--- src/rtl/cht_seq_pkg.sv ---
// Shared types and widths for the cht load/shift sequencer.
// Opcodes, FSM states and datapath widths.
package cht_seq_pkg;

    localparam int A_W   = 6;
    localparam int B_W   = 14;
    localparam int C_W   = 16;
    localparam int CNT_W = 5;

    typedef enum logic [1:0] {
        CMD_NOP     = 2'd0,
        CMD_LOAD_A  = 2'd1,
        CMD_SHIFT_B = 2'd2,
        CMD_SHIFT_C = 2'd3
    } cht_op_e;

    typedef enum logic [1:0] {
        ST_IDLE    = 2'd0,
        ST_SHIFT_B = 2'd1,
        ST_SHIFT_C = 2'd2
    } cht_state_e;

endpackage

--- src/rtl/cht_shift_chain.sv ---
// Serial shift chain: shifts toward bit 0, new bit enters at the MSB.
// Synchronous clear takes priority over the shift enable.
module cht_shift_chain #(
    parameter int W = 14
) (
    input  logic         clk,
    input  logic         rst_n,
    input  logic         en,
    input  logic         sin,
    input  logic         clr,
    output logic [W-1:0] q,
    output logic         sout
);

    logic [W-1:0] q_d;

    always_comb begin
        q_d = q;
        if (clr) begin
            q_d = '0;
        end else if (en) begin
            q_d = {sin, q[W-1:1]};
        end
    end

    always_ff @(posedge clk or negedge rst_n) begin
        if (!rst_n) begin
            q <= '0;
        end else begin
            q <= q_d;
        end
    end

    assign sout = q[0];

endmodule

--- src/rtl/cht_shift_sequencer.sv ---
// Command sequencer owning register A and shift chains B and C.
// One command at a time; multi-cycle shifts run off a down-counter.
module cht_shift_sequencer #(
    parameter int A_W   = cht_seq_pkg::A_W,
    parameter int B_W   = cht_seq_pkg::B_W,
    parameter int C_W   = cht_seq_pkg::C_W,
    parameter int CNT_W = cht_seq_pkg::CNT_W
) (
    input  logic             clk,
    input  logic             rst_n,
    input  logic             clr,
    input  logic             cmd_valid,
    output logic             cmd_ready,
    input  logic [1:0]       cmd_op,
    input  logic [CNT_W-1:0] cmd_cnt,
    input  logic [A_W-1:0]   cmd_data,
    input  logic             b_sin,
    input  logic             c_sin,
    output logic [A_W-1:0]   a_q,
    output logic [B_W-1:0]   b_q,
    output logic [C_W-1:0]   c_q,
    output logic             b_sout,
    output logic             c_sout,
    output logic             busy,
    output logic             done
);

    import cht_seq_pkg::*;

    cht_state_e       state_q, state_d;
    logic [CNT_W-1:0] cnt_q, cnt_d;
    logic [A_W-1:0]   a_d;
    logic             done_q, done_d;
    logic             b_en, c_en;
    logic             accept;

    assign cmd_ready = (state_q == ST_IDLE) && !clr;
    assign accept    = cmd_valid && cmd_ready;
    assign busy      = (state_q != ST_IDLE);
    assign done      = done_q;

    always_comb begin
        state_d = state_q;
        cnt_d   = cnt_q;
        a_d     = a_q;
        done_d  = 1'b0;
        b_en    = 1'b0;
        c_en    = 1'b0;
        if (clr) begin
            state_d = ST_IDLE;
            cnt_d   = '0;
            a_d     = '0;
        end else begin
            unique case (state_q)
                ST_IDLE: begin
                    if (accept) begin
                        unique case (cht_op_e'(cmd_op))
                            CMD_NOP: done_d = 1'b1;
                            CMD_LOAD_A: begin
                                a_d    = cmd_data;
                                done_d = 1'b1;
                            end
                            CMD_SHIFT_B, CMD_SHIFT_C: begin
                                if (cmd_cnt == '0) begin
                                    done_d = 1'b1;
                                end else begin
                                    cnt_d   = cmd_cnt;
                                    state_d = (cht_op_e'(cmd_op) == CMD_SHIFT_B)
                                            ? ST_SHIFT_B : ST_SHIFT_C;
                                end
                            end
                            default: done_d = 1'b1;
                        endcase
                    end
                end
                ST_SHIFT_B, ST_SHIFT_C: begin
                    b_en  = (state_q == ST_SHIFT_B);
                    c_en  = (state_q == ST_SHIFT_C);
                    cnt_d = cnt_q - 1'b1;
                    // Last shift edge: report done alongside the final chain value
                    if (cnt_q == CNT_W'(1)) begin
                        state_d = ST_IDLE;
                        done_d  = 1'b1;
                    end
                end
                default: begin
                    state_d = ST_IDLE;
                    cnt_d   = '0;
                end
            endcase
        end
    end

    always_ff @(posedge clk or negedge rst_n) begin
        if (!rst_n) begin
            state_q <= ST_IDLE;
            cnt_q   <= '0;
            a_q     <= '0;
            done_q  <= 1'b0;
        end else begin
            state_q <= state_d;
            cnt_q   <= cnt_d;
            a_q     <= a_d;
            done_q  <= done_d;
        end
    end

    cht_shift_chain #(.W(B_W)) u_chain_b (
        .clk   (clk),
        .rst_n (rst_n),
        .en    (b_en),
        .sin   (b_sin),
        .clr   (clr),
        .q     (b_q),
        .sout  (b_sout)
    );

    cht_shift_chain #(.W(C_W)) u_chain_c (
        .clk   (clk),
        .rst_n (rst_n),
        .en    (c_en),
        .sin   (c_sin),
        .clr   (clr),
        .q     (c_q),
        .sout  (c_sout)
    );

endmodule

--- config.mk ---
export PLATFORM = sky130hd
export DESIGN_NAME = cht_shift_sequencer
export DESIGN_NICKNAME = d
export VERILOG_FILES = /design/src/rtl/cht_seq_pkg.sv /design/src/rtl/cht_shift_chain.sv /design/src/rtl/cht_shift_sequencer.sv
export SDC_FILE = /design/constraint.sdc
export NUM_CORES = 1
export LEC_CHECK = 0
export BUFFER_PORTS_ARGS = -buffer_cell sky130_fd_sc_hd__buf_4
export CAP_MARGIN = 20
export CELL_PAD_IN_SITES_DETAIL_PLACEMENT = 1
export CELL_PAD_IN_SITES_GLOBAL_PLACEMENT = 1
export CORE_AREA = 2 2 77 79
export DETAILED_ROUTE_END_ITERATION = 10
export DIE_AREA = 0 0 79 81
export GPL_TIMING_DRIVEN = 0
export PLACE_DENSITY = 0.83
export SLEW_MARGIN = 10
export SYNTH_ARGS = -nofsm -noshare
export SYNTH_HDL_FRONTEND = slang
export SYNTH_HIERARCHICAL = 1
export SYNTH_SLANG_ARGS = --single-unit
--- constraint.sdc ---
create_clock -name clk -period 2.06 [get_ports clk]
set_input_delay 0.206 -clock clk [delete_from_list [all_inputs] [get_ports clk]]
set_output_delay 0.206 -clock clk [all_outputs]
set_load 0.01 [all_outputs]
==> impl_results.md, run 1 <==
* Global router's overall resource usage at 0.161
* Initial antenna violation count at 0
* Relative slew slack at 0.625
* Status: complete, no violations
* Nature of the critical path startpoint: register
* CTS H-Tree Depth at 2
* Seq cells post-synth at 44
* Total CTS buffers at 5
* Max Cap Violations at 0
* DP HPWL at 3540 um
* Adder-cell share of the synthesized area at 0.0352
* Crit path max-delay family: buffers and inverters
* Synth Area in Compound Gates at 0.0633
* Die X at 79 um
* Seq/Total Area, Yosys at 0.516
* P_leak at 1.36 nW
* GR Layer Usage met2 at 0.292
* Setup TNS Final at 0 ps
* Hold Fails Final Rpt at 0
* Fmax at 530 MHz
* Crit-path most repeated cell: buf_2
* Clk root buf: clkbuf_8
* Clk buf depth at 2
* Via count at 1634
* Fin crit share at 0.916
* Worst r2r dst: state_q[0]
* Pwr dens at 622 nW/um2
* FP Rows at 28
* Sw Share at 0.262
* Final wirelength at 4830 um
* 1st-pass router iterations at 4
* Initial core utilization at 0.376
* Switch Pwr at around 450 uW
* Core area at 5680 um2
* Critical Path Sink Type: output port
* Register area at approximately 1100 um2
* Slowest cell on crit path: dfrtp_1
* Int Power at 1.28 mW
* Critical-path cell list: inv_1 -> ha_1 -> buf_2 -> nor2b_1 -> buf_2 -> buf_4
* RD Place Congestion at 0.821
* Final setup fails at 0
* Synth Cell Area at 2130 um2
* Final Util at 0.490
* WP buf/inv at 4
* Crit path required time at 1850 ps
* Num Clock Sinks at 44
* Pin count of the biggest net entering global routing at 45
* Most common cell after layout, fill and taps aside: buf_4
* Mean Syn Cell Area at 11.4 um2
* Max Slew Vio Count at 0
* Hold wc startpoint: cmd_data[2]
* Clock slew at reported path FFs at 80 ps
* Total placed cells including tap cells at 321
* Multiplexer area fraction after synthesis at 0.169
* FF-to-FF setup slack at about 180 ps
* Worst-path fanout max at 10
* Die area at 6400 um2
* Nets at 280
* Share of post-route cells with drive strength above 1 at 0.320
* Met3 usage at 0.0289
* Largest cells by area after synthesis: dfrtp_1 52%, mux2i_1 17%, nor2_1 6.7%, ha_1 3.5%, buf_12 1.9%
* Seq pwr share at 0.527
* Reg2Reg Depth at 6
* Netlist cell types at 31
* DRT antenna net count at 0
* Clock Skew at a little under 5 ps
* Gr ovfl total at 0
* Clock latency on the worst-skew pair at around 290 ps
* First DRT Iteration DRCs at 73
* Hold-critical path depth at 3
* Total power at around 1.7 mW
* First-pass GRT wire length at 8070 um
* Tmin final at between 1500 and 2000 ps
* Synth Area in Simple Gates at 0.146
* CP Class: register to output port
* Vias in the first global route at 1712
* Largest area contributor in the netlist: dfrtp_1
* Crit path depth at 6
* CTS tree: built
* I/O Buffers at slightly below 60
* Peak supply drop at 0.264 mV
* Final worst setup slack at 173 ps
* Hold crit path type: input port to register
* Largest family of logic cells by synthesized area: multiplexers
* Syn Inst Count at approximately 190
* Most frequent cells in the layout: 62 x buf_4, 44 x dfrtp_1, 38 x nor2_1
* Tightest Pin Transition at 563 ps
* Share of the synthesized area in the top cell type at 0.516
* RSZ-0062 raised after global routing: no
* Busiest grt layer: met2
* Multi-input logic area at 900 um2
* Wire per inst at between 10 and 15 um
* Fill cell count at around 640
* Met1 global-route usage at 0.195
* Synth Area in XOR/XNOR at 0.00821
* Die Y-Extent at between 80 and 90 um
* Antenna Diode Count at 0
* Slowest cell delay on critical path at 420 ps
* Warnings from Yosys at 6
* Pre-CTS setup slack at about 140 ps
* Cell Count, Final, Fillers Out at 331
* Vias per cell at just under 5
* Remaining DRCs at 0
* I/O pin cnt at 60
* CP arrival at 1680 ps
* Logic gate share of total power at 0.157
* Reg-to-reg startpoint: state_q[0]
* Hold path endpoint: a_q[2]
* Clk network pwr share at 0.316
* Area Growth Syn to Fin at 30.3%
* Mapped Nets at around 210
worst max-delay path by stage:
stage	to	from
after floorplan	state_q[0]	state_q[0]
after global placement	state_q[0]	state_q[0]
after detailed placement	state_q[0]	state_q[0]
after CTS	state_q[0]	state_q[0]
after global routing	cmd_ready	state_q[1]
final	cmd_ready	state_q[1]
layer usage:
metal	wire length, um	share of wire
met1	2090	0.43
met2	2510	0.52
met3	211	0.044
met4	22	0.0046
met5	0	0
power groups by stage:
stage	combinational [mW]	clock [mW]	sequential, mW
2_1_floorplan	0.160	0	0.927
3_3_place_gp	0.264	0	0.929
3_5_place_dp	0.270	0	0.930
4_1_cts	0.274	0.576	0.913
5_1_grt	0.304	0.602	0.918
6_report	0.271	0.547	0.913
synth_stat cells (all sizes together):
library cell,count
o31ai,5
nor3,3
or4,1
dfrtp,44
a31oi,1
or2,1
nand4b,2
nor3b,2
clkbuf,3
inv,6
nand2b,1
buf,11
ha,6
a211o,1
nor4b,1
a32oi,1
or3,1
a22oi,5
nor2b,4
nand3,6
xor2,2
nand2,3
a311o,1
o311ai,1
nor2,38
mux2i,36
and2,1
area by class of cell:
cell class	count	area share
Buffer	14	0.0400
Clock buffer	6	0.0297
Clock inverter	2	0.00360
Inverter	6	0.00810
Multi-Input combinational cell	123	0.323
Sequential cell	44	0.396
Tap cell	75	0.0337
Timing Repair Buffer	61	0.166
metrics by stage:
step / hold WS [ps] / area [um2]
after CTS: 147 / 2770
after floorplan: -89.6 / 2130
final: 152 / 2780
after global placement: 241 / 2670
after detailed placement: 249 / 2670
after global routing: 158 / 2780
registers in the layout (all words and copies together), names as in the netlist:
register,flops
u_chain_b/q,14
done,1
state_q,2
a_q,6
u_chain_c/q,16
cnt_q,5
tightest hold or removal path, stage by stage:
cell and delay, ps:
buf_4 80, mux2i_1 50, nor2_1 70
cell families (layout without fill, tap and decap cells):
| group | after synthesis | in the layout |
|---|---|---|
| multiplexers | 36 | 36 |
| AND/OR/NAND/NOR | 64 | 64 |
| flip-flops | 44 | 44 |
| adder cells (fa/ha/maj) | 6 | 6 |
| buffers and inverters | 20 | 89 |
| XOR/XNOR | 2 | 2 |
| AO/OA/AOI/OAI | 15 | 15 |
repair_timing:
action                                  in CTS  in global routing
hold buffers                                 1                  0
buffers inserted                             0                  1
endpoints found under the setup margin       0                  1
endpoints found under the hold margin       44                  0
resized for setup                            0                  0
(Power assumes the default switching activity.)
==> inputs of run 2 (changes only) <==
--- a/config.mk
+++ b/config.mk
@@ -9,13 +9,14 @@
 export CAP_MARGIN = 20
 export CELL_PAD_IN_SITES_DETAIL_PLACEMENT = 1
 export CELL_PAD_IN_SITES_GLOBAL_PLACEMENT = 1
-export CORE_AREA = 2 2 77 79
+export CORE_AREA = 2 2 82 84
 export DETAILED_ROUTE_END_ITERATION = 10
-export DIE_AREA = 0 0 79 81
+export DIE_AREA = 0 0 84 86
 export GPL_TIMING_DRIVEN = 0
-export PLACE_DENSITY = 0.83
+export PLACE_DENSITY = 0.76
 export SLEW_MARGIN = 10
 export SYNTH_ARGS = -nofsm -noshare
 export SYNTH_HDL_FRONTEND = slang
 export SYNTH_HIERARCHICAL = 1
 export SYNTH_SLANG_ARGS = --single-unit
+export TNS_END_PERCENT = 10
==> run 2 against run 1 <==
  * Sequential share of layout area is essentially flat
  * Die area grew 13%
  * Hold slack got worse by 6.8 ps
  * Clock power increased by 3%
  * Combinational power down 2%
  * Critical path depth is the same
  * Critical path type is now register to register
==> impl_results.md, run 2 (synthesized netlist as in run 1, its figures left out) <==
* Initial antenna violation count at 0
* RSZ-0062 raised after global routing: yes
* Worst r2r dst: state_q[0]
* Global router's overall resource usage at 0.141
* Most common cell after layout, fill and taps aside: buf_4
* Most frequent cells in the layout: 61 x buf_4, 43 x dfrtp_1, 38 x nor2_1
* RD Place Congestion at 0.812
* Status: complete, no violations
* Num Clock Sinks at 44
* CTS tree: built
* FP Rows at 29
* Hold crit path type: input port to register
* Max Cap Violations at 0
* Die area at 7220 um2
* I/O pin cnt at 60
* Clock Skew at ~2.3 ps
* Most flops, register: u_chain_c/q
* Post-CTS setup repair buffer count at 0
* Pin count of the biggest net entering global routing at between 40 and 50
* Fmax at approximately 520 MHz
* Hold wc startpoint: clr
* Die X at between 80 and 90 um
* Peak supply drop at 0.295 mV
* Tmin final at 1910 ps
* Reg-to-reg startpoint: state_q[0]
* Clock slew at reported path FFs at 80 ps
* Clk buf depth at 2
* Vias per cell at 4.84
* Clock latency on the worst-skew pair at 290 ps
* Pwr dens at 626 nW/um2
* Area Growth Syn to Fin at 30.3%
* CP Class: register to register
* Hold Fails Final Rpt at 0
* I/O Buffers at 59
* Total placed cells including tap cells at roughly 320
* Final setup fails at 0
* FF-to-FF setup slack at 150 ps
* Wire per inst at 14.2 um
* Max Slew Vio Count at 0
* Crit path required time at 2270 ps
* Die Y-Extent at ~86 um
* Nets at ~280
* Clk root buf: clkbuf_8
* Total power at 1.74 mW
* Final wirelength at 4730 um
* Total CTS buffers at 5
* Largest regs: u_chain_c/q: 16 flops, u_chain_b/q: 14 flops, a_q: 6 flops
* First-pass GRT wire length at 8360 um
* Via count at 1606
* Tightest Pin Transition at 567 ps
* Fin area at 2780 um2
* Gr ovfl total at 0
* DRT antenna net count at 0
* Final Util at 0.443
* Fin crit share at 0.925
* CP arrival at 2110 ps
* Relative slew slack at 0.622
* P_leak at 1.35 nW
* Initial core utilization at 0.340
* DP HPWL at roughly 3500 um
* Critical Path Sink Type: register
* Nature of the critical path startpoint: register
* Remaining DRCs at 0
* DP Area at 2670 um2
* CTS H-Tree Depth at 2
* Max FFs per register at 16
* Antenna Diode Count at 0
* Worst-path fanout max at 8
* Vias in the first global route at approximately 1700
* Cell Count, Final, Fillers Out at 332
* 1st-pass router iterations at 4
* Hold-critical path depth at 2
* Core area at around 6300 um2
* First DRT Iteration DRCs at 79
* Hold path endpoint: u_chain_b/q[11]
* Reg2Reg Depth at 6
* Share of post-route cells with drive strength above 1 at 0.318
-- run 2: cell count changes in the layout (fill, tap and decap cells not counted), sizes merged --
cell      delta
clkinvlp     +1
clkinv       -2
clkbuf       +2
buf          -2
-- run 2: area by class of cell --
| cell class | count | area, um2 |
|---|---|---|
| Fill cell | 697 | 3500 |
| Sequential cell | 44 | 1100 |
| Multi-Input combinational cell | 123 | 900 |
| Timing Repair Buffer | 60 | 453 |
| Buffer | 14 | 114 |
| Tap cell | 77 | 96.3 |
| Clock buffer | 7 | 86.3 |
| Inverter | 6 | 22.5 |
| Clock inverter | 1 | 7.51 |
-- run 2: critical path, stage by stage (launching register included) --
cell and delay, ps:
dfrtp_2 440, inv_1 90, ha_1 230, clkbuf_1 200, nor2b_1 220, or4_1 480
a31oi_1 170
-- run 2: what timing repair did --
action                     CTS  global route
gates resized for setup      0             2
hold endpoints to repair    44             0
hold buffers                 1             0
setup endpoints to repair    0             3
-- run 2: worst max-delay path by stage --
stage / depth (start not counted) / endpoint / start
2_1_floorplan: 6 / state_q[0] / state_q[0]
3_3_place_gp: 6 / state_q[0] / state_q[0]
3_5_place_dp: 6 / state_q[0] / state_q[0]
4_1_cts: 6 / state_q[0] / state_q[0]
5_1_grt: 6 / state_q[0] / state_q[1]
6_report: 6 / state_q[0] / state_q[0]
-- run 2: power breakdown --
group          internal (mW)  total, mW  switching, mW  leakage, nW
Combinational          0.123      0.265          0.142        0.697
Sequential             0.887      0.913         0.0264        0.606
Clock                  0.273      0.564          0.291       0.0445
Total                   1.28       1.74          0.460         1.35
-- run 2: metal layers --
layer  vias to the layer above  global-route usage  share of wire
met4                         0              0.0440         0.0099
met1                       785               0.178           0.43
met2                        38               0.247           0.52
li1                        778                   -              -
met5                         -                   0              0
met3                         5              0.0279          0.041
-- run 2: metrics by stage --
step / setup TNS, ps / setup slack, ps / hold WS, ps
floorplan: 0 / 321 / -89.6
global placement: 0 / 150 / 244
detailed placement: 0 / 129 / 248
CTS: 0 / 113 / 143
global route: -2.87 / -2.87 / 159
finish: 0 / 154 / 145
==> inputs of run 3 (changes only) <==
--- a/config.mk
+++ b/config.mk
@@ -9,11 +9,11 @@
 export CAP_MARGIN = 20
 export CELL_PAD_IN_SITES_DETAIL_PLACEMENT = 1
 export CELL_PAD_IN_SITES_GLOBAL_PLACEMENT = 1
-export CORE_AREA = 2 2 82 84
+export CORE_AREA = 2 2 81 83
 export DETAILED_ROUTE_END_ITERATION = 10
-export DIE_AREA = 0 0 84 86
+export DIE_AREA = 0 0 83 85
 export GPL_TIMING_DRIVEN = 0
-export PLACE_DENSITY = 0.76
+export PLACE_DENSITY = 0.77
 export SLEW_MARGIN = 10
 export SYNTH_ARGS = -nofsm -noshare
 export SYNTH_HDL_FRONTEND = slang
==> run 3 against run 2 <==
  * Via count rose by 1.4%
  * First-iteration DRC count decreased by 11%
  * Wire length is 3.7% higher
  * Non-clock buffer count is the same
  * Hold slack better by 11 ps
  * Final cell count unchanged
  * Clock power up 15%
  * Largest power group unchanged
  * Design area increased by 0.54%
  * Clock-buffer cell count shrank 1
  * Combinational power up 2%
  * Sequential share of layout area down 0.26 points
  * Setup slack worse by 42 ps
  * Highest routed layer unchanged
==> impl_results.md, run 3 (synthesized netlist as in run 1, its figures left out) <==
* Register area at between 1000 and 1500 um2
* DRT antenna net count at 0
* Peak supply drop at 0.290 mV
* Critical-path cell list: inv_1 -> ha_1 -> clkbuf_1 -> nor2b_1 -> or4_1 -> a31oi_1
* Vias in the first global route at 1718
* Global router's overall resource usage at 0.147
* Status: complete, no violations
* Setup TNS Final at 0 ps
* Die X at 83 um
* Pwr dens at 655 nW/um2
* Fin crit share at 0.945
* I/O pin cnt at 60
* Largest regs: u_chain_c/q: 16 flops, u_chain_b/q: 14 flops, a_q: 6 flops
* Max Cap Violations at 0
* CP Class: register to register
* Final wirelength at 4900 um
* Tightest Pin Transition at 581 ps
* CTS H-Tree Depth at 2
* Seq pwr share at 0.499
* Hold path endpoint: a_q[0]
* Post-CTS setup repair buffer count at 0
* Gr ovfl total at 0
* Die area at between 7000 and 8000 um2
* Worst-path fanout max at 8
* First-pass GRT wire length at 8580 um
* Share of post-route cells with drive strength above 1 at 0.314
* Clock Skew at 4.14 ps
* DP HPWL at 3510 um
* First DRT Iteration DRCs at 70
* Clk network pwr share at 0.355
* Clk root buf: clkbuf_8
* CP arrival at ~2200 ps
* Sw Share at 0.252
* Reg2Reg Depth at 6
* Final worst setup slack at 112 ps
* Pre-CTS setup slack at roughly 110 ps
* Fmax at 513 MHz
* FP Rows at 29
* Int Power at 1.37 mW
* Relative slew slack at 0.612
* Nature of the critical path startpoint: register
* Crit path required time at 2280 ps
* Initial antenna violation count at 0
* Reg-to-reg startpoint: state_q[0]
* Clk buf depth at 2
* Die Y-Extent at 85 um
* Max Slew Vio Count at 0
* Fill cell count at 697
* Hold-critical path depth at 3
* Clock slew at reported path FFs at ~80 ps
* Hold crit path type: input port to register
* Tmin final at 1950 ps
* Area Growth Syn to Fin at 31.0%
* Clock latency on the worst-skew pair at ~290 ps
* Via count at ~1600
* WP buf/inv at 2
* Worst r2r dst: state_q[0]
* RSZ-0062 raised after global routing: no
* Hold Fails Final Rpt at 0
* FF-to-FF setup slack at 110 ps
* Remaining DRCs at 0
* Critical Path Sink Type: register
* Pin count of the biggest net entering global routing at between 40 and 50
* CTS tree: built
* Slowest cell delay on critical path at 490 ps
* Max FFs per register at 16
* I/O Buffers at 59
* Final setup fails at 0
* Switch Pwr at 461 uW
* RD Place Congestion at 0.784
* Wire per inst at 14.8 um
* 1st-pass router iterations at 4
* Nets at 279
* Initial core utilization at 0.344
* Most common cell after layout, fill and taps aside: buf_4
* Total CTS buffers at 5
* Slowest cell on crit path: or4_1
* Most frequent cells in the layout: 62 x buf_4, 44 x dfrtp_1, 38 x nor2_1
* P_leak at between 1 and 1.5 nW
* Multi-input logic area at 900 um2
* Hold wc startpoint: cmd_data[0]
* Vias per cell at 4.90
* Logic gate share of total power at 0.147
* Antenna Diode Count at 0
* Most flops, register: u_chain_c/q
* Crit path max-delay family: simple AND/OR/NAND/NOR gates
* Num Clock Sinks at 44
* Core area at 6200 um2
run 3: routing by layer:
layer | GRT usage | routed length [um] | up-vias
met5 | 0 | 0 | -
met4 | 0.0402 | 60 | 0
met3 | 0.0302 | 171 | 6
met2 | 0.254 | 2380 | 38
met1 | 0.189 | 2290 | 816
li1 | - | - | 768
run 3: worst register-to-register path, stage by stage (launching register included):
cell and delay, ps:
dfrtp_1 430, inv_1 90, ha_1 300, clkbuf_1 190, nor2b_1 210, or4_1 490
a31oi_1 160
run 3: how the worst max path moves through the flow:
stage | startpoint | to | slack [ps] | depth (start not counted)
after detailed placement | state_q[0] | state_q[0] | 110 | 6
final | state_q[0] | state_q[0] | 110 | 6
after floorplan | state_q[0] | state_q[0] | 320 | 6
after global placement | state_q[0] | state_q[0] | 150 | 6
after global routing | state_q[0] | state_q[0] | 6 | 6
after CTS | state_q[1] | cmd_ready | 70 | 6
run 3: final cells by class:
| type | instances | area share |
|---|---|---|
| Clock buffer | 6 | 0.0260 |
| Multi-Input combinational cell | 123 | 0.322 |
| Inverter | 6 | 0.00805 |
| Sequential cell | 44 | 0.394 |
| Buffer | 14 | 0.0416 |
| Tap cell | 77 | 0.0345 |
| Timing Repair Buffer | 60 | 0.162 |
| Clock inverter | 2 | 0.0125 |
run 3: power groups by stage:
stage                     logic [mW]  registers (mW)  clock network (mW)
after detailed placement       0.270           0.931                   0
after global placement         0.265           0.929                   0
final                          0.269           0.914               0.650
after CTS                      0.272           0.914               0.680
after global routing           0.302           0.919               0.715
after floorplan                0.160           0.927                   0
run 3: metrics by stage:
stage	hold WS [ps]	area [um2]	total power [mW]	std cells	util
2_1_floorplan	-89.6	2130	1.09	187	-
3_3_place_gp	248	2670	1.19	323	0.431
3_5_place_dp	251	2670	1.20	323	0.431
4_1_cts	143	2790	1.87	332	0.450
5_1_grt	143	2800	1.94	332	0.451
6_report	156	2800	1.83	332	0.451
run 3: timing repair:
item,in CTS,in global routing
hold buffers,1,0
endpoints found under the hold margin,44,0
endpoints found under the setup margin,0,1
resized for setup,0,3
